## config.mk

```make
export PLATFORM = sky130hd
export DESIGN_NAME = fetch_stage_flat
export DESIGN_NICKNAME = d
export VERILOG_FILES = /design/src/rtl/mips_pkg.sv /design/src/rtl/fetch_stage_if.sv /design/src/rtl/fetch_perf_counters.sv /design/src/rtl/fetch_stage.sv /design/src/flat_wrapper.sv
export SDC_FILE = /design/constraint.sdc
export NUM_CORES = 1
export LEC_CHECK = 0
export ABC_AREA = 1
export BUFFER_PORTS_ARGS = -buffer_cell sky130_fd_sc_hd__buf_2
export CORE_UTILIZATION = 31
export CTS_CLUSTER_DIAMETER = 120
export CTS_CLUSTER_SIZE = 40
export DETAILED_ROUTE_END_ITERATION = 8
export HOLD_SLACK_MARGIN = 0.02
export SYNTH_ARGS = -nofsm -noshare
export SYNTH_HDL_FRONTEND = slang
export SYNTH_SLANG_ARGS = --single-unit
```

## constraint.sdc

```tcl
create_clock -name clk -period 2.05 [get_ports clk]
set_clock_uncertainty 0.15 [all_clocks]
set_input_delay 0.205 -clock clk [delete_from_list [all_inputs] [get_ports clk]]
set_output_delay 0.205 -clock clk [all_outputs]
set_load 0.01 [all_outputs]
```

## src/rtl/mips_pkg.sv

```systemverilog
`default_nettype none
// +--------------------------------------------------------------------+
// | mips_pkg : shared pipeline types and constants (fetch / decode)     |
// | Rev 1.0                                                             |
// +--------------------------------------------------------------------+
package mips_pkg;

  localparam logic [31:0] NOP_INST = 32'h0000_0000;
  localparam logic [31:0] RESET_PC = 32'h0000_0000;

  typedef enum logic [0:0] {
    FETCH_RUN   = 1'b0,
    FETCH_FAULT = 1'b1
  } fetch_state_e;

  typedef struct packed {
    logic [31:0] inst;
    logic [31:0] pcPlus4;
    logic        valid;
  } if_id_t;

  // Empty IF/ID slot handed to ID when nothing real advances.
  function automatic if_id_t if_id_bubble(input logic [31:0] nop);
    if_id_t b;
    b.inst    = nop;
    b.pcPlus4 = 32'h0000_0000;
    b.valid   = 1'b0;
    return b;
  endfunction

endpackage
`default_nettype wire

```

## src/rtl/fetch_stage_if.sv

```systemverilog
`default_nettype none
// +--------------------------------------------------------------------+
// | fetch_stage_if : imem, hazard/redirect and IF/ID signals of IF      |
// | Rev 1.0                                                             |
// +--------------------------------------------------------------------+
interface fetch_stage_if;

  logic [31:0] instAddr;
  logic [31:0] instData;
  logic        stall;
  logic        redirectValid;
  logic [31:0] redirectTarget;
  logic [31:0] ifIdInst;
  logic [31:0] ifIdPcPlus4;
  logic        ifIdValid;
  logic        misalignFlag;
  logic        fetchFault;
  logic [31:0] fetchCount;
  logic [31:0] bubbleCount;

  // master = the fetch stage itself; slave = memory, hazard unit and ID.
  modport master (
    output instAddr,
    input  instData,
    input  stall,
    input  redirectValid,
    input  redirectTarget,
    output ifIdInst,
    output ifIdPcPlus4,
    output ifIdValid,
    output misalignFlag,
    output fetchFault,
    output fetchCount,
    output bubbleCount
  );

  modport slave (
    input  instAddr,
    output instData,
    output stall,
    output redirectValid,
    output redirectTarget,
    input  ifIdInst,
    input  ifIdPcPlus4,
    input  ifIdValid,
    input  misalignFlag,
    input  fetchFault,
    input  fetchCount,
    input  bubbleCount
  );

endinterface
`default_nettype wire

```

## src/rtl/fetch_perf_counters.sv

```systemverilog
`default_nettype none
// +--------------------------------------------------------------------+
// | fetch_perf_counters : wrapping fetch / bubble event counters        |
// | Rev 1.0                                                             |
// +--------------------------------------------------------------------+
module fetch_perf_counters (
  input  wire logic        clk,
  input  wire logic        reset,
  input  wire logic        fetch_inc_i,
  input  wire logic        bubble_inc_i,
  output logic [31:0]      fetch_count_o,
  output logic [31:0]      bubble_count_o
);

  logic [31:0] fetch_q, fetch_d;
  logic [31:0] bubble_q, bubble_d;

  always_comb begin
    fetch_d  = fetch_q;
    bubble_d = bubble_q;
    if (fetch_inc_i) begin
      fetch_d = fetch_q + 32'd1;
    end
    if (bubble_inc_i) begin
      bubble_d = bubble_q + 32'd1;
    end
  end

  always_ff @(posedge clk) begin
    if (reset) begin
      fetch_q  <= 32'h0000_0000;
      bubble_q <= 32'h0000_0000;
    end else begin
      fetch_q  <= fetch_d;
      bubble_q <= bubble_d;
    end
  end

  assign fetch_count_o  = fetch_q;
  assign bubble_count_o = bubble_q;

endmodule
`default_nettype wire

```

## src/rtl/fetch_stage.sv

```systemverilog
`default_nettype none
// +--------------------------------------------------------------------+
// | fetch_stage : PC, IF/ID register, redirect/stall and fetch faults   |
// | Rev 1.0                                                             |
// +--------------------------------------------------------------------+
module fetch_stage #(
  parameter logic [31:0] RESET_PC   = mips_pkg::RESET_PC,
  parameter int          IMEM_WORDS = 65536,
  parameter logic [31:0] NOP_INST   = mips_pkg::NOP_INST
) (
  input  wire logic         clk,
  input  wire logic         reset,
  fetch_stage_if.master     bus
);

  import mips_pkg::*;

  localparam logic [32:0] C_IMEM_WORDS = 33'(IMEM_WORDS);

  fetch_state_e state_q, state_d;
  logic [31:0]  pc_q, pc_d;
  if_id_t       ifid_q, ifid_d;
  logic         misalign_q, misalign_d;
  logic         in_range;
  logic         fetch_inc;
  logic         bubble_inc;

  assign in_range = ({3'b000, pc_q[31:2]} < C_IMEM_WORDS);

  // Priority: stall, then redirect, then fault, then a normal fetch.
  always_comb begin
    state_d    = state_q;
    pc_d       = pc_q;
    ifid_d     = ifid_q;
    misalign_d = misalign_q;
    fetch_inc  = 1'b0;
    bubble_inc = 1'b0;

    if (bus.stall) begin
      bubble_inc = 1'b1;
    end else if (bus.redirectValid) begin
      pc_d       = {bus.redirectTarget[31:2], 2'b00};
      ifid_d     = if_id_bubble(NOP_INST);
      state_d    = FETCH_RUN;
      bubble_inc = 1'b1;
      if (bus.redirectTarget[1:0] != 2'b00) begin
        misalign_d = 1'b1;
      end
    end else if (state_q == FETCH_FAULT) begin
      ifid_d     = if_id_bubble(NOP_INST);
      bubble_inc = 1'b1;
    end else if (in_range) begin
      ifid_d.inst    = bus.instData;
      ifid_d.pcPlus4 = pc_q + 32'd4;
      ifid_d.valid   = 1'b1;
      pc_d           = pc_q + 32'd4;
      fetch_inc      = 1'b1;
    end else begin
      state_d    = FETCH_FAULT;
      ifid_d     = if_id_bubble(NOP_INST);
      bubble_inc = 1'b1;
    end
  end

  always_ff @(posedge clk) begin
    if (reset) begin
      state_q    <= FETCH_RUN;
      pc_q       <= RESET_PC;
      ifid_q     <= if_id_bubble(NOP_INST);
      misalign_q <= 1'b0;
    end else begin
      state_q    <= state_d;
      pc_q       <= pc_d;
      ifid_q     <= ifid_d;
      misalign_q <= misalign_d;
    end
  end

  fetch_perf_counters u_perf (
    .clk            (clk),
    .reset          (reset),
    .fetch_inc_i    (fetch_inc),
    .bubble_inc_i   (bubble_inc),
    .fetch_count_o  (bus.fetchCount),
    .bubble_count_o (bus.bubbleCount)
  );

  assign bus.instAddr     = pc_q;
  assign bus.ifIdInst     = ifid_q.inst;
  assign bus.ifIdPcPlus4  = ifid_q.pcPlus4;
  assign bus.ifIdValid    = ifid_q.valid;
  assign bus.misalignFlag = misalign_q;
  assign bus.fetchFault   = (state_q == FETCH_FAULT);

endmodule
`default_nettype wire

```

## src/flat_wrapper.sv

```systemverilog
// flat-port wrapper written by rule: the top's interface ports become plain ports
module fetch_stage_flat import mips_pkg::*;
#(
  parameter logic [31:0] RESET_PC   = mips_pkg::RESET_PC,
  parameter int          IMEM_WORDS = 65536,
  parameter logic [31:0] NOP_INST   = mips_pkg::NOP_INST
)
  (clk, reset, bus_instAddr, bus_instData, bus_stall, bus_redirectValid, bus_redirectTarget, bus_ifIdInst, bus_ifIdPcPlus4, bus_ifIdValid, bus_misalignFlag, bus_fetchFault, bus_fetchCount, bus_bubbleCount);
  fetch_stage_if bus_i ();
  input  wire logic clk;
  input  wire logic reset;
  output wire logic [$bits(bus_i.instAddr)-1:0] bus_instAddr;
  input wire logic [$bits(bus_i.instData)-1:0] bus_instData;
  input wire logic [$bits(bus_i.stall)-1:0] bus_stall;
  input wire logic [$bits(bus_i.redirectValid)-1:0] bus_redirectValid;
  input wire logic [$bits(bus_i.redirectTarget)-1:0] bus_redirectTarget;
  output wire logic [$bits(bus_i.ifIdInst)-1:0] bus_ifIdInst;
  output wire logic [$bits(bus_i.ifIdPcPlus4)-1:0] bus_ifIdPcPlus4;
  output wire logic [$bits(bus_i.ifIdValid)-1:0] bus_ifIdValid;
  output wire logic [$bits(bus_i.misalignFlag)-1:0] bus_misalignFlag;
  output wire logic [$bits(bus_i.fetchFault)-1:0] bus_fetchFault;
  output wire logic [$bits(bus_i.fetchCount)-1:0] bus_fetchCount;
  output wire logic [$bits(bus_i.bubbleCount)-1:0] bus_bubbleCount;
  assign bus_instAddr = bus_i.instAddr;
  assign bus_i.instData = bus_instData;
  assign bus_i.stall = bus_stall;
  assign bus_i.redirectValid = bus_redirectValid;
  assign bus_i.redirectTarget = bus_redirectTarget;
  assign bus_ifIdInst = bus_i.ifIdInst;
  assign bus_ifIdPcPlus4 = bus_i.ifIdPcPlus4;
  assign bus_ifIdValid = bus_i.ifIdValid;
  assign bus_misalignFlag = bus_i.misalignFlag;
  assign bus_fetchFault = bus_i.fetchFault;
  assign bus_fetchCount = bus_i.fetchCount;
  assign bus_bubbleCount = bus_i.bubbleCount;
  fetch_stage #(.RESET_PC(RESET_PC), .IMEM_WORDS(IMEM_WORDS), .NOP_INST(NOP_INST)) u_core (.clk(clk), .reset(reset), .bus(bus_i));
endmodule
```

==> impl_metrics.json <==
{
  "run_status": "complete, no violations",
  "worst-path-max-fanout": 1,
  "dp_cells": 1709,
  "final_util": 0.428,
  "grt_start_max_net_pins": 59,
  "cts.clk_slew.worst_paths_ps": 70,
  "setup.worst_path.start": "bus_redirectTarget[0]",
  "clock_power_share": 0.454,
  "kind_of_end_point_of_the_critical_path": "flip-flop",
  "synth-seq-cells": 160,
  "h-tree-depth": 4,
  "route.final.wire_length_um": 24800,
  "syn_inst": 1189,
  "area_delta_synth_final_pct": 35.8,
  "critPathArrivalTime_ps": 2160,
  "cts-buffers-inserted": 17,
  "required_ps": 2210,
  "post-place-ws_ps": 149,
  "floorplan.initialDensity": 0.315,
  "drc": 0,
  "synth.cell_area_um2": 7670,
  "routedWlPerCell_um": 13.7,
  "overflow": 0,
  "criticalPathCategory": "input pin to flip-flop",
  "floorplan.die.width_um": 159,
  "rr_endpoint": "u_core.u_perf.fetch_count_o[20]",
  "detailed_place_hpwl_um": 17000,
  "worst_pin_slew_ps": 629,
  "cts_setup_buffers": 0,
  "clock.fmax_ghz": 0.500,
  "async_flop_share": 0,
  "power_leakage_nw": 4.54,
  "setup.reg_to_reg.worst_slack_ps": 190,
  "yosys-top-cells-area": "sky130_fd_sc_hd__dfxtp_1 42%, sky130_fd_sc_hd__nand2_1 20%, sky130_fd_sc_hd__nor2_1 9.0%, sky130_fd_sc_hd__nand3_1 5.9%, sky130_fd_sc_hd__a21oi_1 5.6%",
  "fin_tns_setup_ps": 0,
  "final_common_cell": "sky130_fd_sc_hd__nand2_1",
  "count_of_yosys_warnings_during_synthesis": 0,
  "die_footprint_um2": 25400,
  "row_count": 57,
  "wire_length_of_the_first_global_routing_pass_um": 40600,
  "final.min_clock_period_ps": 2000,
  "largest_voltage_drop_on_the_vdd_net_v": 0.000402,
  "critical_path.startpoint_type": "input pin",
  "cp-endpoint": "u_core.bus.misalignFlag",
  "setup_slack_ps": 49.6,
  "slew-limit-headroom": 0.580,
  "cts.sink_count": 160,
  "slew_violations": 0,
  "min-delay-path-class": "input pin to flip-flop",
  "hold_ws_ps": 48.2,
  "finalCritPeriodShare": 0.976,
  "initial_antenna_violation_count": 0,
  "detail_routed_via_count_per_cell": 4.75,
  "switchingPower_mw": 1.94,
  "fp.coreArea_um2": 24300,
  "netlist-cell-type-count": 34,
  "max_cap_viol_count": 0,
  "layout.filler_cells": 2568,
  "synth_largest_area_cell": "sky130_fd_sc_hd__dfxtp_1",
  "worst-r2r-cell-count": 8,
  "worst_r2r_startpoint": "u_core.u_perf.fetch_count_o[1]",
  "drt_pass_1_iters": 5,
  "power.share.combinational": 0.098,
  "number_of_global_route_vias_before_repair": 8090,
  "final_cell_mix": "417 x sky130_fd_sc_hd__nand2_1, 228 x sky130_fd_sc_hd__buf_2, 181 x sky130_fd_sc_hd__nor2_1",
  "drive_above_1_share": 0.200,
  "final_hold_viol_count": 0,
  "clock_path_buffers": 2,
  "sw_frac_of_total": 0.266,
  "fraction_of_the_yosys_area_taken_by_sequential_cells": 0.418,
  "global_route_usage_over_all_layers": 0.198,
  "synth_top_area_share": 0.418,
  "drt_iter0_markers": 523,
  "cts_tree": "done",
  "worst_skew_pair.late_latency_ps": 430,
  "synth-edff-count": 0,
  "sequentialPowerShare": 0.449,
  "place.port_buffers": 228,
  "instances_no_fill": 1807,
  "syn-mean-instance-area_um2": 6.45,
  "synth_flop_cell": "sky130_fd_sc_hd__dfxtp_1",
  "number_of_failing_setup_endpoints_in_the_final_timing_report": 0,
  "final_net_count": 1540,
  "p_int_mw": 5.35,
  "postRouteAntennaNets": 0,
  "die_y_um": 159,
  "num_io_pins": 231,
  "vias": 8582,
  "power_per_cell_area_nw_per_um2": 699,
  "cts_root_buf": "sky130_fd_sc_hd__clkbuf_16",
  "rsz0062_at_grt": "false",
  "gp_congestion": 0.863
}
==> power groups by stage <==
stage	clock, mW	combinational (mW)	sequential (mW)
2_1_floorplan	0	0.310	3.36
3_3_place_gp	0	0.607	3.33
3_5_place_dp	0	0.612	3.34
4_1_cts	3.38	0.711	3.27
5_1_grt	3.52	0.784	3.28
6_report	3.30	0.711	3.27
==> kinds of logic (layout without fill, tap and decap cells) <==
group | Yosys count | after routing | share of synthesized area
other cells | 1 | 3 | 0.000489
simple gates | 727 | 727 | 0.384
buf+inv | 125 | 417 | 0.0693
fa+ha+maj | 3 | 3 | 0.00490
flops | 160 | 160 | 0.418
compound gates | 159 | 159 | 0.108
xor+xnor | 14 | 14 | 0.0160
==> critical path, cell delays in order <==
cell and delay, ps:
sky130_fd_sc_hd__dlygate4sd3_1 550, sky130_fd_sc_hd__buf_2 120, sky130_fd_sc_hd__o21ai_0 120, sky130_fd_sc_hd__dlygate4sd3_1 560
sky130_fd_sc_hd__a21oi_1 50, sky130_fd_sc_hd__dlygate4sd3_1 550
==> per-layer routing <==
metal,track usage,share of wire,vias up
li1,-,-,4356
met5,0,0,-
met3,0.0495,0.060,46
met4,0.0852,0.023,0
met2,0.328,0.46,269
met1,0.242,0.46,3911
==> layout make-up <==
class | count | area (um2) | share of cell area
flip-flops and latches | 160 | 3200 | 0.308
clock inverters | 13 | 150 | 0.0144
repair buffers | 311 | 1980 | 0.190
inverters | 74 | 279 | 0.0268
clock buffers | 19 | 443 | 0.0425
multi-input cells | 905 | 3950 | 0.380
diodes | 1 | 2.50 | 0.000240
well taps | 324 | 405 | 0.0389
==> how the worst min path moves through the flow <==
stage	start	endpoint	slack [ps]	cells after the start
CTS	bus_redirectValid	u_core.bus.instAddr[18]	40	4
finish	bus_redirectValid	u_core.bus.instAddr[18]	50	4
global placement	bus_instData[9]	u_core.bus.ifIdInst[9]	270	3
global route	bus_redirectValid	u_core.bus.instAddr[18]	80	4
detailed placement	bus_instData[15]	u_core.bus.ifIdInst[15]	270	3
floorplan	bus_instData[0]	u_core.bus.ifIdInst[0]	190	2
==> repair_timing <==
item,in CTS,in global routing
hold buffers,65,0
resized for setup,0,2
setup endpoints to repair,0,4
hold endpoints to repair,63,0
==> cells in the mapped netlist (all sizes together) (4+ instances only) <==
library cell	count
buf	28
nand3	93
a21oi	86
dfxtp	160
xor2	10
clkbuf	23
nand4	12
nor2	190
inv	72
nand2	418
nor3	10
o21ai	60
o21bai	5
xnor2	4
==> registers in the layout, summed over array words and instances, names as in the netlist <==
name                          flops
u_core.bus.ifIdInst              32
u_core.u_perf.bubble_count_o     32
u_core.u_perf.fetch_count_o      32
u_core.bus.ifIdPcPlus4           31
u_core.bus.instAddr              30
u_core.bus.fetchFault             1
u_core.bus.ifIdValid              1
u_core.bus.misalignFlag           1
==> per-stage QoR <==
step                power (mW)  cell area (um2)
floorplan                 3.67             7670
global placement          3.94             9160
detailed placement        3.95             9160
CTS                       7.35            10400
global route              7.58            10400
finish                    7.28            10400
No activity file was read; power rests on OpenSTA's default activity.
